<file path="src/rtl/pll_freq_gen_pkg.sv">
// Shared types and constants for the PLL output-frequency generator.
// Imported by pll_period_div and pll_freq_gen.
package pll_freq_gen_pkg;

  localparam int          DIV_W_DEFAULT = 72;
  localparam logic [31:0] PERIOD_SAT    = 32'hFFFF_FFFF;

  typedef enum logic [2:0] {
    IDLE      = 3'd0,
    CALC      = 3'd1,
    WAIT_EDGE = 3'd2,
    RUN       = 3'd3,
    HOLD      = 3'd4
  } state_e;

  // Clamp a wide quotient to 32 bits: any set upper bit means overflow.
  function automatic logic [31:0] sat_period(input logic       hi_nonzero,
                                             input logic [31:0] lo);
    return hi_nonzero ? PERIOD_SAT : lo;
  endfunction

endpackage

</file>
<file path="src/rtl/pll_period_div.sv">
// Sequential restoring divider: one quotient bit per clock, DIV_W clocks per divide.
// Quotient is floor(numerator/denominator) saturated to 32 bits; a zero divisor finishes at once.
module pll_period_div
  import pll_freq_gen_pkg::*;
#(
  parameter int DIV_W = DIV_W_DEFAULT
) (
  input  logic             clk,
  input  logic             rst,
  input  logic             start,
  input  logic [DIV_W-1:0] numerator,
  input  logic [31:0]      denominator,
  output logic             done,
  output logic [31:0]      quotient,
  output logic             div_by_zero
);

  localparam int               CNT_W     = $clog2(DIV_W + 1);
  localparam logic [CNT_W-1:0] LAST_STEP = CNT_W'(DIV_W - 1);

  logic [DIV_W-1:0] shreg_q, shreg_d;
  logic [31:0]      rem_q, rem_d;
  logic [31:0]      den_q, den_d;
  logic [CNT_W-1:0] cnt_q, cnt_d;
  logic             busy_q, busy_d;
  logic             done_q, done_d;
  logic [31:0]      quot_q, quot_d;
  logic             dbz_q, dbz_d;

  logic [32:0]      rem_shift_s;
  logic [31:0]      rem_diff_s;
  logic             qbit_s;
  logic [DIV_W-1:0] shreg_next_s;

  // Shift-subtract step and control sequencing.
  always_comb begin
    rem_shift_s  = {rem_q, shreg_q[DIV_W-1]};
    qbit_s       = (rem_shift_s >= {1'b0, den_q});
    rem_diff_s   = rem_shift_s[31:0] - den_q;
    shreg_next_s = {shreg_q[DIV_W-2:0], qbit_s};

    shreg_d = shreg_q;
    rem_d   = rem_q;
    den_d   = den_q;
    cnt_d   = cnt_q;
    busy_d  = busy_q;
    done_d  = 1'b0;
    quot_d  = quot_q;
    dbz_d   = dbz_q;

    if (start) begin
      shreg_d = numerator;
      rem_d   = 32'd0;
      den_d   = denominator;
      cnt_d   = '0;
      if (denominator == 32'd0) begin
        busy_d = 1'b0;
        done_d = 1'b1;
        quot_d = PERIOD_SAT;
        dbz_d  = 1'b1;
      end else begin
        busy_d = 1'b1;
        dbz_d  = 1'b0;
      end
    end else if (busy_q) begin
      // The numerator register fills with quotient bits from the bottom.
      shreg_d = shreg_next_s;
      rem_d   = qbit_s ? rem_diff_s : rem_shift_s[31:0];
      cnt_d   = cnt_q + CNT_W'(1);
      if (cnt_q == LAST_STEP) begin
        busy_d = 1'b0;
        done_d = 1'b1;
        quot_d = sat_period(|shreg_next_s[DIV_W-1:32], shreg_next_s[31:0]);
      end else begin
        busy_d = 1'b1;
      end
    end else begin
      busy_d = 1'b0;
    end
  end

  // Divider state registers.
  always_ff @(posedge clk) begin
    if (rst) begin
      shreg_q <= '0;
      rem_q   <= 32'd0;
      den_q   <= 32'd0;
      cnt_q   <= '0;
      busy_q  <= 1'b0;
      done_q  <= 1'b0;
      quot_q  <= 32'd0;
      dbz_q   <= 1'b0;
    end else begin
      shreg_q <= shreg_d;
      rem_q   <= rem_d;
      den_q   <= den_d;
      cnt_q   <= cnt_d;
      busy_q  <= busy_d;
      done_q  <= done_d;
      quot_q  <= quot_d;
      dbz_q   <= dbz_d;
    end
  end

  assign done        = done_q;
  assign quotient    = quot_q;
  assign div_by_zero = dbz_q;

endmodule

</file>
<file path="src/rtl/pll_freq_gen.sv">
// PLL output-frequency generator: out_period = ref_period*D*O/M, square wave on the clk timebase.
// Optional rising-edge counter output high_count when PLL_FREQ_GEN_EDGE_COUNT_EN is defined.
module pll_freq_gen
  import pll_freq_gen_pkg::*;
#(
  parameter int TICK_PS = 100,
  parameter int DIV_W   = DIV_W_DEFAULT
) (
  input  logic        clk,
  input  logic        RST,
  input  logic        PWRDWN,
  input  logic        period_stable,
  input  logic        ref_in,
  input  logic [31:0] M_1000,
  input  logic [7:0]  D,
  input  logic [31:0] O_1000,
  input  logic [31:0] ref_period_1000,
  output logic        out,
  output logic [31:0] out_period_length_1000
`ifdef PLL_FREQ_GEN_EDGE_COUNT_EN
  ,
  output logic [31:0] high_count
`endif
);

  localparam logic [33:0] ACC_STEP = 34'(2 * TICK_PS);

  state_e      state_q, state_d;
  logic        out_q, out_d;
  logic [33:0] acc_q, acc_d;
  logic [31:0] per_q, per_d;
  logic        sync1_q, sync2_q, sync3_q;
  logic        rise_s;
  logic        div_start_s;
  logic        div_done_s;
  logic        div_dbz_s;
  logic [31:0] div_quot_s;
  logic [71:0] prod_s;
  logic [33:0] sum_s;

  assign prod_s = 72'(ref_period_1000) * 72'(D) * 72'(O_1000);
  assign rise_s = sync2_q & ~sync3_q;

  pll_period_div #(
    .DIV_W (DIV_W)
  ) u_div (
    .clk         (clk),
    .rst         (RST),
    .start       (div_start_s),
    .numerator   (DIV_W'(prod_s)),
    .denominator (M_1000),
    .done        (div_done_s),
    .quotient    (div_quot_s),
    .div_by_zero (div_dbz_s)
  );

  // Next-state and output logic; losing period_stable or powering down always wins.
  always_comb begin
    state_d     = state_q;
    out_d       = out_q;
    acc_d       = acc_q;
    per_d       = per_q;
    div_start_s = 1'b0;
    sum_s       = acc_q + ACC_STEP;

    if (!period_stable || PWRDWN) begin
      state_d = IDLE;
      out_d   = 1'b0;
      acc_d   = 34'd0;
    end else begin
      case (state_q)
        IDLE: begin
          out_d       = 1'b0;
          acc_d       = 34'd0;
          div_start_s = 1'b1;
          state_d     = CALC;
        end
        CALC: begin
          out_d = 1'b0;
          if (div_done_s) begin
            per_d = div_quot_s;
            if (div_dbz_s || (div_quot_s == 32'd0)) begin
              state_d = HOLD;
            end else begin
              state_d = WAIT_EDGE;
            end
          end else begin
            state_d = CALC;
          end
        end
        WAIT_EDGE: begin
          if (rise_s) begin
            out_d   = 1'b1;
            acc_d   = 34'd0;
            state_d = RUN;
          end else begin
            out_d   = 1'b0;
            state_d = WAIT_EDGE;
          end
        end
        RUN: begin
          // Periods at or below one step would let acc grow without bound.
          if ({2'b00, per_q} <= ACC_STEP) begin
            out_d = ~out_q;
            acc_d = 34'd0;
          end else if (sum_s >= {2'b00, per_q}) begin
            out_d = ~out_q;
            acc_d = sum_s - {2'b00, per_q};
          end else begin
            acc_d = sum_s;
          end
        end
        HOLD: begin
          out_d = 1'b0;
          acc_d = 34'd0;
        end
        default: begin
          state_d = IDLE;
          out_d   = 1'b0;
          acc_d   = 34'd0;
        end
      endcase
    end
  end

  // Main state registers.
  always_ff @(posedge clk) begin
    if (RST) begin
      state_q <= IDLE;
      out_q   <= 1'b0;
      acc_q   <= 34'd0;
      per_q   <= 32'd0;
    end else begin
      state_q <= state_d;
      out_q   <= out_d;
      acc_q   <= acc_d;
      per_q   <= per_d;
    end
  end

  // Two-flop synchronizer for ref_in plus history flop for rise detection.
  always_ff @(posedge clk) begin
    if (RST) begin
      sync1_q <= 1'b0;
      sync2_q <= 1'b0;
      sync3_q <= 1'b0;
    end else begin
      sync1_q <= ref_in;
      sync2_q <= sync1_q;
      sync3_q <= sync2_q;
    end
  end

  assign out                    = out_q;
  assign out_period_length_1000 = per_q;

`ifdef PLL_FREQ_GEN_EDGE_COUNT_EN
  logic [31:0] hc_q, hc_d;

  // Count out rising edges since period_stable went high, saturating.
  always_comb begin
    hc_d = hc_q;
    if (!period_stable) begin
      hc_d = 32'd0;
    end else if (out_d && !out_q && (hc_q != PERIOD_SAT)) begin
      hc_d = hc_q + 32'd1;
    end else begin
      hc_d = hc_q;
    end
  end

  // Edge counter register.
  always_ff @(posedge clk) begin
    if (RST) begin
      hc_q <= 32'd0;
    end else begin
      hc_q <= hc_d;
    end
  end

  assign high_count = hc_q;
`endif

endmodule

</file>
<file path="config.mk">
export PLATFORM = sky130hd
export DESIGN_NAME = pll_freq_gen
export DESIGN_NICKNAME = d
export VERILOG_FILES = /design/src/rtl/pll_freq_gen_pkg.sv /design/src/rtl/pll_period_div.sv /design/src/rtl/pll_freq_gen.sv
export SDC_FILE = /design/constraint.sdc
export NUM_CORES = 2
export LEC_CHECK = 0
export BUFFER_PORTS_ARGS = -buffer_cell sky130_fd_sc_hd__buf_2
export CORE_ASPECT_RATIO = 0.7
export CORE_UTILIZATION = 55
export DETAILED_ROUTE_END_ITERATION = 6
export GPL_TIMING_DRIVEN = 0
export PLACE_DENSITY = 0.71
export SYNTH_ARGS = -nofsm -noshare
export SYNTH_HDL_FRONTEND = slang
export SYNTH_HIERARCHICAL = 1
export SYNTH_SLANG_ARGS = --single-unit
</file>
<file path="constraint.sdc">
create_clock -name clk -period 21.8 [get_ports clk]
set_clock_uncertainty 0.15 [all_clocks]
set_input_delay 6.54 -clock clk [delete_from_list [all_inputs] [get_ports clk]]
set_output_delay 6.54 -clock clk [all_outputs]
set_load 0.005 [all_outputs]
</file>
==> run metrics <==
commonest cells in the netlist 1512 x inv_1, 1318 x fa_1, 1164 x nand2_1; Synth Cell Area between 60000 and 70000 um^2; xor/xnor cell area share of the yosys netlist under 10%; Max Slew Vio Count a little under 90; GRT Residual Overflow 0; Post-synth top flop dfxtp_1; Final Cycle Share between 90% and 100%; largest net degree at the start of global routing 19; HP Class flip-flop to flip-flop; DP HPWL ~200 mm; critical path endpoint category flip-flop; failing checks capacitance limit, slew limit; EDFF count, synth 0; MaxCap Viol Count 8; Least-Margin Pin Slew 1570 ps; Final nets ~9.6k; CTS Buf Count 20; H-tree depth 1; overall routing resource usage 41.7%; number of remaining DRC errors 0; CTS tree yes; die width between 400 and 500 um; ranking of synthesized cells by area fa_1 41%, inv_1 8.9%, dfxtp_1 7.9%; FP Rows 104; critical path type input port to flip-flop; Rel. slew slack -4.97%; drt first pass iters 6; Inst Count DP between 9k and 10k; final wirelength ~240 mm; Initial Util a little under three fifths; share of layout cells above drive strength 1 3.17%; port buffer count between 100 and 150; CTS Hold Buffers Added 0; Synth Area in Compound Gates 7.86%; most frequent cell after synthesis inv_1; layout filler cell count approximately 11k; Critical Path Stages 45; status finished with violations; #FFs+latches synth between 200 and 300; clock-pin slew on the worst setup and hold paths around 80 ps; # IOs between 100 and 150; Worst Path Required around 22000 ps; Starting DRT DRC Count about 6.7k; post-layout min period between 20000 and 25000 ps; post-synthesis mux area share roughly 2.3%; Placer Congestion between 1 and 1.5; crit path DAT 21700 ps; Hold Path Stages 1; Synth Area in Simple Gates around a fifth; Syn Nets 9422; vias ~55k; crit start category input port; Die Ht between 200 and 300 um; Final Non-Filler Cells roughly 9.3k; routed len/inst between 20 and 30 um; Async S/R FF share, synth 0%; multi-input logic area between 50000 and 60000 um^2; final number of setup-violating endpoints 0; Netlist cell types between 80 and 90; placed cell areas approximately 66000 um^2; # clock sinks between 200 and 300; CP max stage delay 850 ps; Buf/Inv on CP 9; worst-case reg-to-reg path depth 17; Syn Area/Cell 8.41 um^2; Top cell by count, worst path fa_1; area growth from synthesis to layout 5.38%; Core Region roughly 120000 um^2; postcts setup bufs 0; post-synthesis adder-cell area fraction about half; first-pass GRT wire length 355 mm; Routed Antenna Nets 0; Final Hold Slack 306 ps; FF/Latch Area roughly 5000 um^2; worst skew pair latency 550 ps; CP Max Fanout 10; Finished Cell Area between 60000 and 70000 um^2; number of global-route vias before repair approximately 54k; vias per cell 5.90; combinational family with the most area after synthesis adder cells; CP max stage cell clkbuf_1; yosys warns 6; Fmax approximately 0.047 GHz; post-synth top area cell fa_1; delay-heaviest family, CP adder cells; initial antenna violation count between 40 and 50; post-synth top area share just over 40%; Die ar. between 100000 and 150000 um^2; register area share after synthesis under 10%; clock tree buffer depth 3; clock root cell clkbuf_16; Syn Inst Count ~7.6k; Final Hold Violating Endpoints 0
registers in the layout, summed over array words and instances, names as in the netlist, 3 cells and up:
register and flops:
u_div/rem_q 32, u_div/cnt_q 7, out_period_length_1000 32, u_div/quotient 32, state_q 3, u_div/shreg_q 72, acc_q 34, u_div/den_q 32
what timing repair did:
action,CTS,global route
setup endpoints to repair,3,19
gates resized for setup,2,27
pin swaps,0,0
logic make-up (layout without fill, tap and decap cells):
kind of cell / after synthesis / after routing
other cells: 0 / 41
simple gates: 2538 / 2538
compound gates: 806 / 806
xor+xnor: 188 / 188
mux: 146 / 146
buf+inv: 1954 / 2121
flops: 251 / 251
fa+ha+maj: 1715 / 1715
cell usage in the layout (no fill, tap or decap), types with 46 or more instances in the layout:
cell | synthesis | routed
a211oi_1 | 48 | 48
a21o_1 | 84 | 84
a21oi_1 | 327 | 327
and2_1 | 616 | 616
and3_1 | 46 | 46
buf_2 | 8 | 140
clkbuf_1 | 408 | 395
dfxtp_1 | 251 | 251
fa_1 | 1318 | 1318
ha_1 | 397 | 397
inv_1 | 1512 | 1512
mux2i_1 | 123 | 123
nand2_1 | 1164 | 1164
nand3_1 | 48 | 48
nand4_1 | 51 | 51
nor2_1 | 405 | 405
o21ai_0 | 129 | 128
xnor2_1 | 126 | 125
xor2_1 | 62 | 62
layout make-up:
type | count | area share, %
multi-input combinational | 5393 | 76.5
inverter | 1513 | 8.44
sequential | 251 | 7.46
tap | 1537 | 2.86
buffer | 440 | 2.55
timing repair buffer | 133 | 1.00
clock buffer | 28 | 0.894
antenna | 41 | 0.152
clock inverter | 7 | 0.112
path summary, 6_finish.rpt:
check | startpoint | end | slack, ps
max | D[2] | u_div/shreg_q[69] | 370
min reg2reg | sync1_q | sync2_q | 310
max reg2reg | acc_q[13] | acc_q[33] | 16390
min | sync1_q | sync2_q | 310
routing by layer:
metal | global-route usage, % | wire length (um) | vias to the layer above
met5 | 0.682 | 204 | -
met4 | 13.5 | 9240 | 16
met3 | 17.1 | 39100 | 486
met2 | 53.9 | 91500 | 3642
met1 | 62.0 | 103000 | 27630
li1 | - | - | 23394
per-stage QoR:
stage | TNS [ps] | setup WS, ps | utilization [%]
floorplan | 0 | 3450 | -
global placement | -3110 | -577 | 57.8
detailed placement | -5370 | -774 | 57.8
CTS | 0 | 68.3 | 58.4
global route | -9.59 | -9.59 | 58.5
finish | 0 | 373 | 58.5
Power is left out: the tool's default activity adds up to more than one toggle a clock period on the data nets, which glitch-free logic cannot reach.
